==> config.mk <==
export PLATFORM = sky130hd
export DESIGN_NAME = sram_march_bist_flat
export DESIGN_NICKNAME = d
export VERILOG_FILES = /design/src/rtl/sram_march_bist_if.sv /design/src/rtl/sram_march_bist.sv /design/src/flat_wrapper.sv
export SDC_FILE = /design/constraint.sdc
export NUM_CORES = 1
export LEC_CHECK = 0
export ABC_AREA = 1
export ABC_CLOCK_PERIOD_IN_PS = 1900
export CORE_MARGIN = 2
export CORE_UTILIZATION = 48
export CTS_CLUSTER_SIZE = 40
export DETAILED_ROUTE_END_ITERATION = 12
export PLACE_DENSITY_LB_ADDON = 0.15
export SYNTH_ARGS = -nofsm -noshare
export SYNTH_HDL_FRONTEND = slang
export SYNTH_SLANG_ARGS = --single-unit
==> constraint.sdc <==
create_clock -name clk -period 1.9 [get_ports clk]
set_input_delay 0.475 -clock clk [delete_from_list [all_inputs] [get_ports clk]]
set_output_delay 0.475 -clock clk [all_outputs]
set_load 0.005 [all_outputs]
==> src/rtl/sram_march_bist_if.sv <==
// ---------------------------------------------------------------------------
// sram_march_bist_if
// Single-port (1rw) SRAM macro bus as seen by the March BIST engine.
//
// Signals:
//   csb    chip select, active low          (master -> slave)
//   web    write enable, active low         (master -> slave)
//   wmask  per-byte write mask              (master -> slave)
//   addr   word address                     (master -> slave)
//   din    write data                       (master -> slave)
//   dout   registered read data (hold reg)  (slave  -> master)
//
// Modports:
//   master  BIST engine side
//   slave   SRAM macro side
// ---------------------------------------------------------------------------
interface sram_march_bist_if #(
  parameter int ADDR_WIDTH  = 16,
  parameter int DATA_WIDTH  = 32,
  parameter int WMASK_WIDTH = 4
);
  logic                   csb;
  logic                   web;
  logic [WMASK_WIDTH-1:0] wmask;
  logic [ADDR_WIDTH-1:0]  addr;
  logic [DATA_WIDTH-1:0]  din;
  logic [DATA_WIDTH-1:0]  dout;

  modport master (
    output csb,
    output web,
    output wmask,
    output addr,
    output din,
    input  dout
  );

  modport slave (
    input  csb,
    input  web,
    input  wmask,
    input  addr,
    input  din,
    output dout
  );
endinterface

==> src/rtl/sram_march_bist.sv <==
// ---------------------------------------------------------------------------
// sram_march_bist
// March C- built-in self-test engine for one SRAM macro port (1rw).
//
// Elements (0 = bg_pattern, 1 = ~bg_pattern):
//   M0 up w0 | M1 up r0,w1 | M2 up r1,w0 | M3 down r0,w1 | M4 down r1,w0 | M5 up r0
// One SRAM op per cycle with no gaps. Each read pushes {valid, addr, expected}
// into a READ_LAT-deep pipeline; the compare happens when the registered read
// data returns. After the final read the engine drains READ_LAT cycles, then
// pulses done.
//
// Ports:
//   clk          test clock (same as SRAM)
//   resetn       asynchronous active-low reset
//   start        one-cycle pulse, launches a run when idle
//   addr_max     highest address tested (sampled at start)
//   bg_pattern   background data for "0" (sampled at start)
//   busy         high from the cycle after start until done
//   done         one-cycle pulse at run end
//   fail         sticky miscompare flag, cleared at start
//   fail_addr    address of first miscompare
//   fail_data    read data captured at first miscompare
//   fail_count   miscompare count, saturating at 255
//   sram         SRAM bus (master modport): csb/web/wmask/addr/din out, dout in
//
// Optional feature (macro MARCH_STOP_ON_FAIL_EN):
//   defined   - first miscompare stops issuing ops and goes straight to DRAIN;
//               reads already in flight are still compared and counted.
//   undefined - the full March runs regardless of failures.
// ---------------------------------------------------------------------------
module sram_march_bist #(
  parameter int ADDR_WIDTH  = 16,
  parameter int DATA_WIDTH  = 32,
  parameter int WMASK_WIDTH = 4,
  parameter int READ_LAT    = 2
) (
  input  logic                  clk,
  input  logic                  resetn,
  input  logic                  start,
  input  logic [ADDR_WIDTH-1:0] addr_max,
  input  logic [DATA_WIDTH-1:0] bg_pattern,
  output logic                  busy,
  output logic                  done,
  output logic                  fail,
  output logic [ADDR_WIDTH-1:0] fail_addr,
  output logic [DATA_WIDTH-1:0] fail_data,
  output logic [7:0]            fail_count,
  sram_march_bist_if.master     sram
);

  localparam int DCW = (READ_LAT > 1) ? $clog2(READ_LAT) : 1;

  typedef enum logic [3:0] {
    IDLE, M0, M1, M2, M3, M4, M5, DRAIN, DONE
  } state_t;

  typedef struct packed {
    logic                  vld;
    logic [ADDR_WIDTH-1:0] addr;
    logic [DATA_WIDTH-1:0] exp;
  } cmp_t;

  state_t                state, state_n;
  logic [ADDR_WIDTH-1:0] addr_cnt, addr_n;
  logic                  phase, phase_n;    // 0: read slot, 1: write slot of a pair
  logic [DCW-1:0]        drain_cnt, drain_n;

  logic [ADDR_WIDTH-1:0] addr_max_q;
  logic [DATA_WIDTH-1:0] bg_q;
  cmp_t                  pipe [READ_LAT];

  logic                  is_rd, is_wr, descending, last_op, at_end;
  logic [DATA_WIDTH-1:0] rd_exp, wr_data;
  logic                  miscmp;
  logic                  launch;

  assign launch = (state == IDLE) && start;

  // ---------------------------------------------------------------------------
  // Op decode for the current March element
  // ---------------------------------------------------------------------------
  // NOTE: every signal written in an always_comb gets a default first, so no
  // path leaves it unassigned and no latch is inferred.
  always_comb begin
    is_rd      = 1'b0;
    is_wr      = 1'b0;
    descending = 1'b0;
    last_op    = 1'b1;
    rd_exp     = bg_q;
    wr_data    = bg_q;
    case (state)
      M0: is_wr = 1'b1;
      M1, M2, M3, M4: begin
        is_rd   = !phase;
        is_wr   = phase;
        last_op = phase;
      end
      M5: is_rd = 1'b1;
      default: ;
    endcase
    descending = (state == M3) || (state == M4);
    // Reads of "1" happen in M2/M4; writes of "1" happen in M1/M3.
    if ((state == M2) || (state == M4)) rd_exp  = ~bg_q;
    if ((state == M1) || (state == M3)) wr_data = ~bg_q;
    at_end = descending ? (addr_cnt == '0) : (addr_cnt == addr_max_q);
  end

  assign sram.csb   = !(is_rd || is_wr);
  assign sram.web   = !is_wr;
  assign sram.wmask = is_wr ? '1 : '0;
  assign sram.addr  = (is_rd || is_wr) ? addr_cnt : '0;
  assign sram.din   = is_wr ? wr_data : '0;

  assign miscmp = pipe[READ_LAT-1].vld && (sram.dout != pipe[READ_LAT-1].exp);

  assign busy = (state != IDLE) && (state != DONE);
  assign done = (state == DONE);

  // ---------------------------------------------------------------------------
  // FSM: next state and address sequencing
  // ---------------------------------------------------------------------------
  always_comb begin
    state_n = state;
    addr_n  = addr_cnt;
    phase_n = phase;
    drain_n = drain_cnt;
    case (state)
      IDLE: begin
        if (start) begin
          state_n = M0;
          addr_n  = '0;
          phase_n = 1'b0;
        end
      end
      M0, M1, M2, M3, M4, M5: begin
        if (!last_op) begin
          phase_n = 1'b1;
        end else begin
          phase_n = 1'b0;
          if (!at_end) begin
            addr_n = descending ? addr_cnt - ADDR_WIDTH'(1) : addr_cnt + ADDR_WIDTH'(1);
          end else begin
            // Element boundary: the only place the address counter wraps.
            case (state)
              M0:      state_n = M1;
              M1:      state_n = M2;
              M2:      state_n = M3;
              M3:      state_n = M4;
              M4:      state_n = M5;
              default: state_n = DRAIN;
            endcase
            addr_n  = ((state == M2) || (state == M3)) ? addr_max_q : '0;
            drain_n = '0;
          end
        end
`ifdef MARCH_STOP_ON_FAIL_EN
        // The op already on the bus this cycle completes; nothing after it.
        if (miscmp) begin
          state_n = DRAIN;
          drain_n = '0;
        end
`endif
      end
      DRAIN: begin
        if (drain_cnt == DCW'(READ_LAT - 1)) state_n = DONE;
        else                                 drain_n = drain_cnt + DCW'(1);
      end
      DONE:    state_n = IDLE;
      default: state_n = IDLE;
    endcase
  end

  // NOTE: sequential state uses non-blocking assignments so every register
  // samples the pre-edge values, independent of statement order.
  always_ff @(posedge clk or negedge resetn) begin
    if (!resetn) begin
      state     <= IDLE;
      addr_cnt  <= '0;
      phase     <= 1'b0;
      drain_cnt <= '0;
    end else begin
      state     <= state_n;
      addr_cnt  <= addr_n;
      phase     <= phase_n;
      drain_cnt <= drain_n;
    end
  end

  // ---------------------------------------------------------------------------
  // Run configuration, compare pipeline and failure log
  // ---------------------------------------------------------------------------
  // NOTE: the compare pipeline is a handful of flops, not a RAM, so it is
  // fully reset; a stale valid bit after reset would log a false miscompare.
  always_ff @(posedge clk or negedge resetn) begin
    if (!resetn) begin
      addr_max_q <= '0;
      bg_q       <= '0;
      fail       <= 1'b0;
      fail_addr  <= '0;
      fail_data  <= '0;
      fail_count <= '0;
      for (int i = 0; i < READ_LAT; i++) pipe[i] <= '0;
    end else begin
      pipe[0] <= '{vld: is_rd, addr: addr_cnt, exp: rd_exp};
      for (int i = 1; i < READ_LAT; i++) pipe[i] <= pipe[i-1];

      if (launch) begin
        addr_max_q <= addr_max;
        bg_q       <= bg_pattern;
        fail       <= 1'b0;
        fail_addr  <= '0;
        fail_data  <= '0;
        fail_count <= '0;
      end else if (miscmp) begin
        fail <= 1'b1;
        if (fail_count != 8'hFF) fail_count <= fail_count + 8'd1;
        if (!fail) begin
          fail_addr <= pipe[READ_LAT-1].addr;
          fail_data <= sram.dout;
        end
      end
    end
  end

endmodule
==> src/flat_wrapper.sv <==
// flat-port wrapper written by rule: the top's interface ports become plain ports
module sram_march_bist_flat 
#(
  parameter int ADDR_WIDTH  = 16,
  parameter int DATA_WIDTH  = 32,
  parameter int WMASK_WIDTH = 4,
  parameter int READ_LAT    = 2
)
  (clk, resetn, start, addr_max, bg_pattern, busy, done, fail, fail_addr, fail_data, fail_count, sram_csb, sram_web, sram_wmask, sram_addr, sram_din, sram_dout);
  sram_march_bist_if #(.ADDR_WIDTH(ADDR_WIDTH), .DATA_WIDTH(DATA_WIDTH), .WMASK_WIDTH(WMASK_WIDTH)) sram_i ();
  input  logic clk;
  input  logic resetn;
  input  logic start;
  input  logic [ADDR_WIDTH-1:0] addr_max;
  input  logic [DATA_WIDTH-1:0] bg_pattern;
  output logic busy;
  output logic done;
  output logic fail;
  output logic [ADDR_WIDTH-1:0] fail_addr;
  output logic [DATA_WIDTH-1:0] fail_data;
  output logic [7:0] fail_count;
  output wire logic [$bits(sram_i.csb)-1:0] sram_csb;
  output wire logic [$bits(sram_i.web)-1:0] sram_web;
  output wire logic [$bits(sram_i.wmask)-1:0] sram_wmask;
  output wire logic [$bits(sram_i.addr)-1:0] sram_addr;
  output wire logic [$bits(sram_i.din)-1:0] sram_din;
  input wire logic [$bits(sram_i.dout)-1:0] sram_dout;
  assign sram_csb = sram_i.csb;
  assign sram_web = sram_i.web;
  assign sram_wmask = sram_i.wmask;
  assign sram_addr = sram_i.addr;
  assign sram_din = sram_i.din;
  assign sram_i.dout = sram_dout;
  sram_march_bist #(.ADDR_WIDTH(ADDR_WIDTH), .DATA_WIDTH(DATA_WIDTH), .WMASK_WIDTH(WMASK_WIDTH), .READ_LAT(READ_LAT)) u_core (.clk(clk), .resetn(resetn), .start(start), .addr_max(addr_max), .bg_pattern(bg_pattern), .busy(busy), .done(done), .fail(fail), .fail_addr(fail_addr), .fail_data(fail_data), .fail_count(fail_count), .sram(sram_i));
endmodule
* Yosys cells after proc, flatten, opt, wreduce, memory -nomap -nowiden
Index checks and enable logic that the tools add are counted.
** Cells by class
- Bitwise operators :: 1
- Reductions and logical operators :: 26
- Muxes and demuxes :: 39
- Equality and inequality tests :: 17
- Add/subtract/negate cells :: 4
** Operators with widths (number)
- two-way mux 32 bit :: 6
- two-way mux 16 bit :: 9
- != test 32 bit :: 1
- NOT 32 bit :: 1
- case mux 16 bit (2 select lines) :: 1
- two-way mux 8 bit :: 3
- two-way mux 4 bit :: 5
- adder 16 x 1 -> 16 bit (second input constant) :: 1
- equality test 16 bit :: 1
- equality test 4 x 3 -> 1 bit (second input constant) :: 4
- zero test 16 bit :: 1
- subtractor 16 x 1 -> 16 bit (second input constant) :: 1
- case mux 3 bit (5 select lines) :: 1
- case mux 4 bit (3 select lines) :: 1
- two-way mux 1 bit :: 9
- adder 8 x 1 -> 8 bit (second input constant) :: 1
- equality test 4 x 2 -> 1 bit (second input constant) :: 2
- != test 8 bit (second input constant) :: 1
- case mux 1 bit (2 select lines) :: 4
- nonzero test 2 bit :: 4
- != test 2 x 1 -> 1 bit (second input constant) :: 3
- AND reduction 2 bit :: 3
- AND reduction 3 bit :: 2
- OR reduction 6 bit :: 1
- 12 further kinds :: 21
** Word-level totals
- Bits in registers :: 225
- Output and inout port bits :: 113
- Word-level logic and storage cells :: 103
- Input port bits :: 83

* Depth between registers and ports, before layout
Gate-level depths: netlist (run 1).
- Depth in word-level cells :: 6
- Depth in mapped cells :: 15
- Mapped depth without buffers :: 15

* Worst setup path before layout (run 1)
No wires, ideal clock.
- Kind :: register to register
- Start point :: register u_core.state[3]
- End point :: register u_core.addr_cnt[11]
- Cell stages (with the launch flop) :: 15
- Arrival time :: 1.986 ns
- Setup time :: 0.117 ns
- Setup slack :: -0.204 ns
- Data required time :: 1.783 ns
- Clock period less this slack :: 2.104 ns
- Buffers on the path :: 0
- Path through :: dfrtp_1 inv_2 nand2_4 nor2_4 ha_1 nand2_1 nand3_1 nand2_1 nand2_1 nand2_1 nand3b_1 nand2_1 nand2_1 nand3_1 nand2_1
** Between the ends
- Longest elaborated chain between the ends :: 6
- Elaborated cells on any way between the ends :: 22
** RTL lines
- start: declaration :: RTL line sram_march_bist.sv:63 : state_t state, state_n;
- start signal: assignment :: RTL line sram_march_bist.sv:182 : state <= state_n;
- equality test 4 x 3 -> 1 bit, or another cell as far along
- logical OR 1 bit (on tied branches) :: RTL line sram_march_bist.sv:101, sram_march_bist.sv:152
- two-way mux 16 bit, or another cell as far along :: RTL line sram_march_bist.sv:141 : addr_n = descending ? addr_cnt - ADDR_WIDTH'(1) : addr_cnt + ADDR_WIDTH'(1);
- two-way mux 16 bit :: RTL line sram_march_bist.sv:140 : if (!at_end) begin
- two-way mux 16 bit :: RTL line sram_march_bist.sv:136 : if (!last_op) begin
- case mux 16 bit (2 select lines) :: RTL line sram_march_bist.sv:127 : case (state)
- end signal: assignment :: RTL line sram_march_bist.sv:183 : addr_cnt <= addr_n;
- end: declaration :: RTL line sram_march_bist.sv:64 : logic [ADDR_WIDTH-1:0] addr_cnt, addr_n;
Parallel ways exist; a longest one is shown, timed or not. The select of a mux whose other input is x is not followed.
A chain may end at the register's enable or synchronous reset.

* Worst setup path after layout (run 1)
- Start point :: register u_core.state[0]
- End point :: output port sram_din[6]
** Between the ends
- Longest elaborated chain between the ends :: 4
- Elaborated cells on any way between the ends :: 10
** RTL lines
- equality test 4 x 3 -> 1 bit, or another cell as far along :: RTL line sram_march_bist.sv:91, sram_march_bist.sv:104
- OR reduction 4 bit / logical OR 1 bit (equally long branches) :: RTL line sram_march_bist.sv:91, sram_march_bist.sv:104
- case mux 1 bit (2 select lines) / two-way mux 32 bit (equally long branches) :: RTL line sram_march_bist.sv:91, sram_march_bist.sv:104
- two-way mux 32 bit * :: RTL line sram_march_bist.sv:112 : assign sram.din = is_wr ? wr_data : '0;
- end: declaration :: RTL line flat_wrapper.sv:26 : output wire logic [$bits(sram_i.din)-1:0] sram_din;
Mark *: on every way between the ends. The rest lies on a longest branch, timed or not.

==> results of run 1 <==
[worst paths after layout]
check | from | slack, ns | to
min in group asynchronous | resetn | 0.48 | u_core.pipe[26]$_DFF_PN0_
min reg2reg | u_core.pipe[63]$_DFF_PN0_ | 0.34 | u_core.pipe[14]$_DFF_PN0_
min | u_core.pipe[63]$_DFF_PN0_ | 0.34 | u_core.pipe[14]$_DFF_PN0_
max | u_core.state[0]$_DFFE_PN0P_ | -0.72 | sram_din[6]
max in group asynchronous | resetn | 0.79 | u_core.addr_cnt[15]$_DFFE_PN0P_
max reg2reg | u_core.state[3]$_DFFE_PN0P_ | -0.59 | u_core.addr_cnt[13]$_DFFE_PN0P_
[power by group]
group	leakage (nW)	internal, W	switching [W]
Combinational	5.46	0.000203	0.000182
Sequential	2.46	0.00479	0.00000000105
Clock	0.418	0.00302	0.00185
[state kept, by name, summed over array words and instances (netlist names), 4 cells and up]
register	cells
u_core.addr_cnt	16
u_core.addr_max_q	16
u_core.bg_q	32
u_core.fail_addr	16
u_core.fail_count	8
u_core.fail_data	32
u_core.pipe	98
u_core.state	4
[cells by family after synthesis]
family / share of synthesized area
AND/OR/NAND/NOR: 0.245
buffers and inverters: 0.0939
flip-flops: 0.508
AO/OA/AOI/OAI: 0.0769
XOR/XNOR: 0.0545
adder cells (fa/ha/maj): 0.0221
[area by class of cell]
class,count,area (µm²),share of cell area
flip-flops and latches,225,5640,0.347
well taps,285,357,0.0219
repair buffers,345,3390,0.208
multi-input cells,877,5330,0.328
clock buffers,38,764,0.0470
clock inverters,5,75.1,0.00462
inverters,182,698,0.0430
[cell usage after synthesis (all sizes together), types with 6 or more instances]
library cell | n | area share
nand2 | 458 | 0.16
o21ai | 93 | 0.050
inv | 181 | 0.061
a21oi | 43 | 0.024
buf | 40 | 0.025
ha | 18 | 0.020
clkbuf | 19 | 0.0068
nand4 | 10 | 0.0056
nand3 | 103 | 0.048
xor2 | 38 | 0.030
xnor2 | 31 | 0.024
nor2 | 63 | 0.024
dfrtp | 225 | 0.51
nor3 | 6 | 0.0032
[critical path, cell delays in order (launching register included)]
cell and delay (ns):
dfrtp_1 0.37, inv_2 0.08, buf_6 0.13, nor3_4 0.21
nor2_4 0.07, nand2_4 0.08, a21oi_4 0.06, inv_4 0.08
buf_12 0.13, buf_8 0.13, o21ai_2 0.06, a21oi_2 0.11
buf_2 0.13
[through the flow]
step	cells	utilization
after floorplan	1343	-
after global placement	1856	0.619
after detailed placement	1856	0.619
after CTS	1930	0.676
after global routing	1957	0.718
final	1957	0.718
[repair_timing]
item / in CTS / in global routing
endpoints found under the hold margin: 46 / 0
resized for setup: 295 / 221
endpoints found under the setup margin: 142 / 140
hold buffers: 1 / 0
buffers inserted: 29 / 30
gates cloned: 2 / 2
pin swaps: 15 / 95
[metal layers]
metal	track usage	vias to the layer above	part of all wire
met2	0.419	267	0.51
li1	-	4773	-
met5	0	-	0
met1	0.317	4648	0.42
met4	0.0734	0	0.026
met3	0.0300	58	0.045
==> results.cfg, run 1 <==
[run_status]
outcome = complete, but fails checks
violations = setup timing

[clock_tree]
h-tree-depth = 1
numClockSinks = 225
root_buffer = clkbuf_16
insertion_delay_ns = 0.51
clk_pin_slew_ns = 0.06
cts_max_path_buffers = 3
cts_tree = built
numCtsBuffers = 25

[logic_synthesis]
yosys_most_used_dff = dfrtp_1
syn_nets = 1445
synthArstFlopShare = 1.00
ys_seq_area_frac = 0.508
post_synth.cell_area_avg_um2 = 8.26
synth_warnings = 0
synth_edf_count = 0
synth.ff_latch_count = 225
synthesis.area_mm2 = 0.0111
synth.distinct_cells = 40
synthCells = 1343

[floorplanning]
coreArea_mm2 = 0.0226
fp-row-count = 55
fp.dieH_um = 156
die_area_mm2 = 0.0243
die_w_um = 156
start_util = 0.490
boundaryPins = 196

[timing]
grt_setup_unrepaired = yes
worst_slew_pin_slew_ns = 1.23
hold_viol = 0
fin_crit_sh = 1.38
setup_viol = 77
fin_tns_setup_ns = -42.21
skew_ns = 0.0177
period_needed_ns = 2.62
setup_slack_ns = -0.717
hold_ws_ns = 0.342
max_freq_mhz = 382
relSlewSlack = 0.177
maxSlewViolCount = 0

[grt]
grt_max_degree = 52
grt_overflow_total = 0
grtUsageTotal = 0.241
grt_pass1_vias = 9344
grt_pass1_wl_mm = 46.9
grt_antenna_before_repair = 0

[final_layout]
final_cell_area_mm2 = 0.0163
synthToLayoutAreaGrowth_pct = 46.5
fillers = 1646
layout_common_cells = nand2_1, dfrtp_1, inv_1
drive_above_1_share = 0.275
fin_nets = 1758
layout_commonest_cell = nand2_1
num_antenna_cells = 0

[worst_setup_path]
worst-r2r-cell-count = 18
crit_fanout = 6
crit_required_ns = 1.42
cp.arrival_ns = 2.14
crit_type = flip-flop to output port
end_kind = output port
start_kind = flip-flop

[routing]
wl_mm = 31.0
routedWlPerCell_um = 15.8
first_pass_iters = 5
drt_iter0_markers = 574
drc_errors = 0
drtAntennaViolNets = 0
dr_total_vias = 9746
routed_via_density = 4.98

[placement]
preCtsSetupSlack_ns = -0.723
dp_hpwl_mm = 20.6
dpl_cell_area_mm2 = 0.0140
numPortBuffers = 195
gp_congestion = 0.885

[flow_run]
cap_violations = 0

[power_and_ir_drop]
vdd_ir_drop_max_mv = 0.663
power_w = 0.0100
power_density_mw_per_mm2 = 618
p_leak_nw = 8.33

[min_path]
hold_depth = 0
min_path_type = flip-flop to flip-flop
(Power assumes the default switching activity.)
==> inputs of run 2 (changes only) <==
--- a/config.mk
+++ b/config.mk
@@ -7,10 +7,12 @@
 export LEC_CHECK = 0
 export ABC_AREA = 1
 export ABC_CLOCK_PERIOD_IN_PS = 1900
+export CORE_ASPECT_RATIO = 0.7
 export CORE_MARGIN = 2
 export CORE_UTILIZATION = 48
 export CTS_CLUSTER_SIZE = 40
 export DETAILED_ROUTE_END_ITERATION = 12
+export GPL_TIMING_DRIVEN = 1
 export PLACE_DENSITY_LB_ADDON = 0.15
 export SYNTH_ARGS = -nofsm -noshare
 export SYNTH_HDL_FRONTEND = slang
==> results.cfg, run 2 (synthesized netlist as in run 1, its figures left out) <==
[flow_run]
cap_violations = 0

[grt]
grt_pass1_wl_mm = 50.0
met3_usage = 0.0385
grt_use_met2 = 0.381
grt_pass1_vias = 9414
grt_util_met1 = 0.395
grtUsageTotal = 0.257
grt_overflow_total = 0
grt_antenna_before_repair = 1
grt-busiest-layer = met1
grt_max_degree = 49

[worst_setup_path]
crit_chain = inv_2 -> nand2_4 -> nor2_4 -> a31oi_4 -> nand2_4 -> a21oi_4 -> inv_6 -> buf_6 -> buf_6 -> o21ai_2 -> a21oi_2 -> buf_2
r2r_start = u_core.state[3]$_DFFE_PN0P_
worst-r2r-cell-count = 18
cpPeakStageDelay_ns = 0.43
crit_family = buffers and inverters
worstSetupPathDepth = 12
crit_required_ns = 1.42
r2r_slack_ns = -0.60
crit_type = flip-flop to output port
crit_fanout = 8
endpoint = sram_din[12]
crit_buf_inv = 5
crit_start = u_core.state[3]$_DFFE_PN0P_
cpMaxStageDelayCell = dfrtp_1
end_kind = output port
start_kind = flip-flop
r2r_end = u_core.addr_cnt[9]$_DFFE_PN0P_
cp.arrival_ns = 2.27

[clock_tree]
h-tree-depth = 1
root_buffer = clkbuf_16
insertion_delay_ns = 0.52
numCtsBuffers = 23
numClockSinks = 225
cts_max_path_buffers = 3
clk_pin_slew_ns = 0.06
cts_tree = built

[final_layout]
fin_nets = 1786
largest_registers = u_core.pipe (98), u_core.bg_q (32), u_core.fail_data (32)
synthToLayoutAreaGrowth_pct = 50.2
layout_common_cells = nand2_1, dfrtp_1, inv_1
largest_register_ffs = 98
drive_above_1_share = 0.288
regMostFlops = u_core.pipe
num_antenna_cells = 0
fillers = 1678
layout_commonest_cell = nand2_1

[power_and_ir_drop]
power_w = 0.0103
p_int_w = 0.00817
swShare = 0.209
power_density_mw_per_mm2 = 620
vdd_ir_drop_max_mv = 0.581
clkPwrFrac = 0.497
p_comb_frac = 0.039
p_leak_nw = 8.82
power_switching_w = 0.00216
pwr-share-seq = 0.464

[run_status]
violations = setup timing
outcome = complete, but fails checks

[floorplanning]
start_util = 0.489
coreArea_mm2 = 0.0227
boundaryPins = 196
fp-row-count = 46
die_w_um = 186
fp.dieH_um = 131
die_area_mm2 = 0.0244

[routing]
drtAntennaViolNets = 0
drt_iter0_markers = 767
routedWlPerCell_um = 16.8
first_pass_iters = 5
wl_mm = 33.9
routed_via_density = 5.03
drc_errors = 0
dr_total_vias = 10100

[timing]
fin_crit_sh = 1.44
period_needed_ns = 2.74
setup_viol = 77
maxSlewViolCount = 0
setup_slack_ns = -0.842
worst_slew_pin_slew_ns = 0.572
max_freq_mhz = 365
hold_viol = 0
grt_setup_unrepaired = yes
relSlewSlack = 0.618
skew_ns = 0.0183

[placement]
preCtsSetupSlack_ns = -0.674
dp_hpwl_mm = 21.5
gp_congestion = 0.905
numPortBuffers = 195

[min_path]
min_path_type = flip-flop to flip-flop
hp-start = u_core.pipe[97]$_DFF_PN0_
run 2: cell count changes in the layout (fill, tap and decap cells not counted), sizes merged:
cell           before  now
buf               203  226
clkdlybuf4s50     127  105
dlymetal6s2s        7   21
dlygate4sd2         4   14
clkbuf             41   34
bufinv              2    6
inv               180  184
clkinv              4    7
bufbuf              0    1
clkinvlp            1    0
run 2: worst min path at each step:
stage,to,slack (ns),cells past startpoint
global route,u_core.pipe[48]$_DFF_PN0_,0.34,0
floorplan,u_core.addr_cnt[0]$_DFFE_PN0P_,0.18,0
global placement,u_core.pipe[15]$_DFF_PN0_,0.33,0
CTS,u_core.pipe[48]$_DFF_PN0_,0.33,0
finish,u_core.pipe[48]$_DFF_PN0_,0.34,0
detailed placement,u_core.pipe[20]$_DFF_PN0_,0.33,0
run 2: area by class of cell:
type | instances | area (µm²) | share of cell area
Tap cell | 312 | 390 | 0.0234
Clock buffer | 27 | 621 | 0.0373
Timing Repair Buffer | 375 | 3800 | 0.228
Clock inverter | 15 | 240 | 0.0144
Multi-Input combinational cell | 877 | 5280 | 0.317
Inverter | 182 | 694 | 0.0417
Sequential cell | 225 | 5630 | 0.338
run 2: metrics by stage:
step / instances / instance area [µm²] / hold slack [ns] / setup TNS (ns) / utilization
3_5_place_dp: 1914 / 14300 / 0.335 / -65.57 / 0.630
6_report: 2013 / 16700 / 0.338 / -48.45 / 0.735
4_1_cts: 1991 / 15600 / 0.333 / -46.14 / 0.690
2_1_floorplan: 1343 / 11100 / 0.179 / -1.90 / -
5_1_grt: 2013 / 16700 / 0.338 / -56.48 / 0.735
3_3_place_gp: 1914 / 14300 / 0.332 / -62.54 / 0.630
run 2: per-layer routing:
layer	share of wire	wire length, µm	up-vias
li1	-	-	4852
met3	0.069	2360	49
met4	0.020	663	2
met5	0.00027	9	-
met2	0.46	15500	352
met1	0.45	15400	4861
run 2: worst register-to-register path, delay by kind of cell (launching register included):
family | cells | cell delay (ns)
flip-flops | 1 | 0.43
AND/OR/NAND/NOR | 11 | 1.06
buffers and inverters | 6 | 0.70
adder cells (fa/ha/maj) | 1 | 0.22
run 2: power by group through the flow:
stage                     clock, W  sequential, W  combinational [W]
final                      0.00514        0.00479           0.000402
after global routing       0.00542        0.00479           0.000446
after CTS                  0.00522        0.00479           0.000407
after detailed placement         0        0.00488           0.000402
after global placement           0        0.00488           0.000398
after floorplan                  0        0.00488          0.0000672
run 2: what timing repair did:
| action | in CTS | in global routing |
|---|---|---|
| setup buffers | 32 | 17 |
| resized for setup | 336 | 184 |
| setup endpoints to repair | 148 | 168 |
| hold buffers | 1 | 0 |
| pin swaps | 10 | 92 |
| gates cloned | 4 | 8 |
| hold endpoints to repair | 42 | 0 |
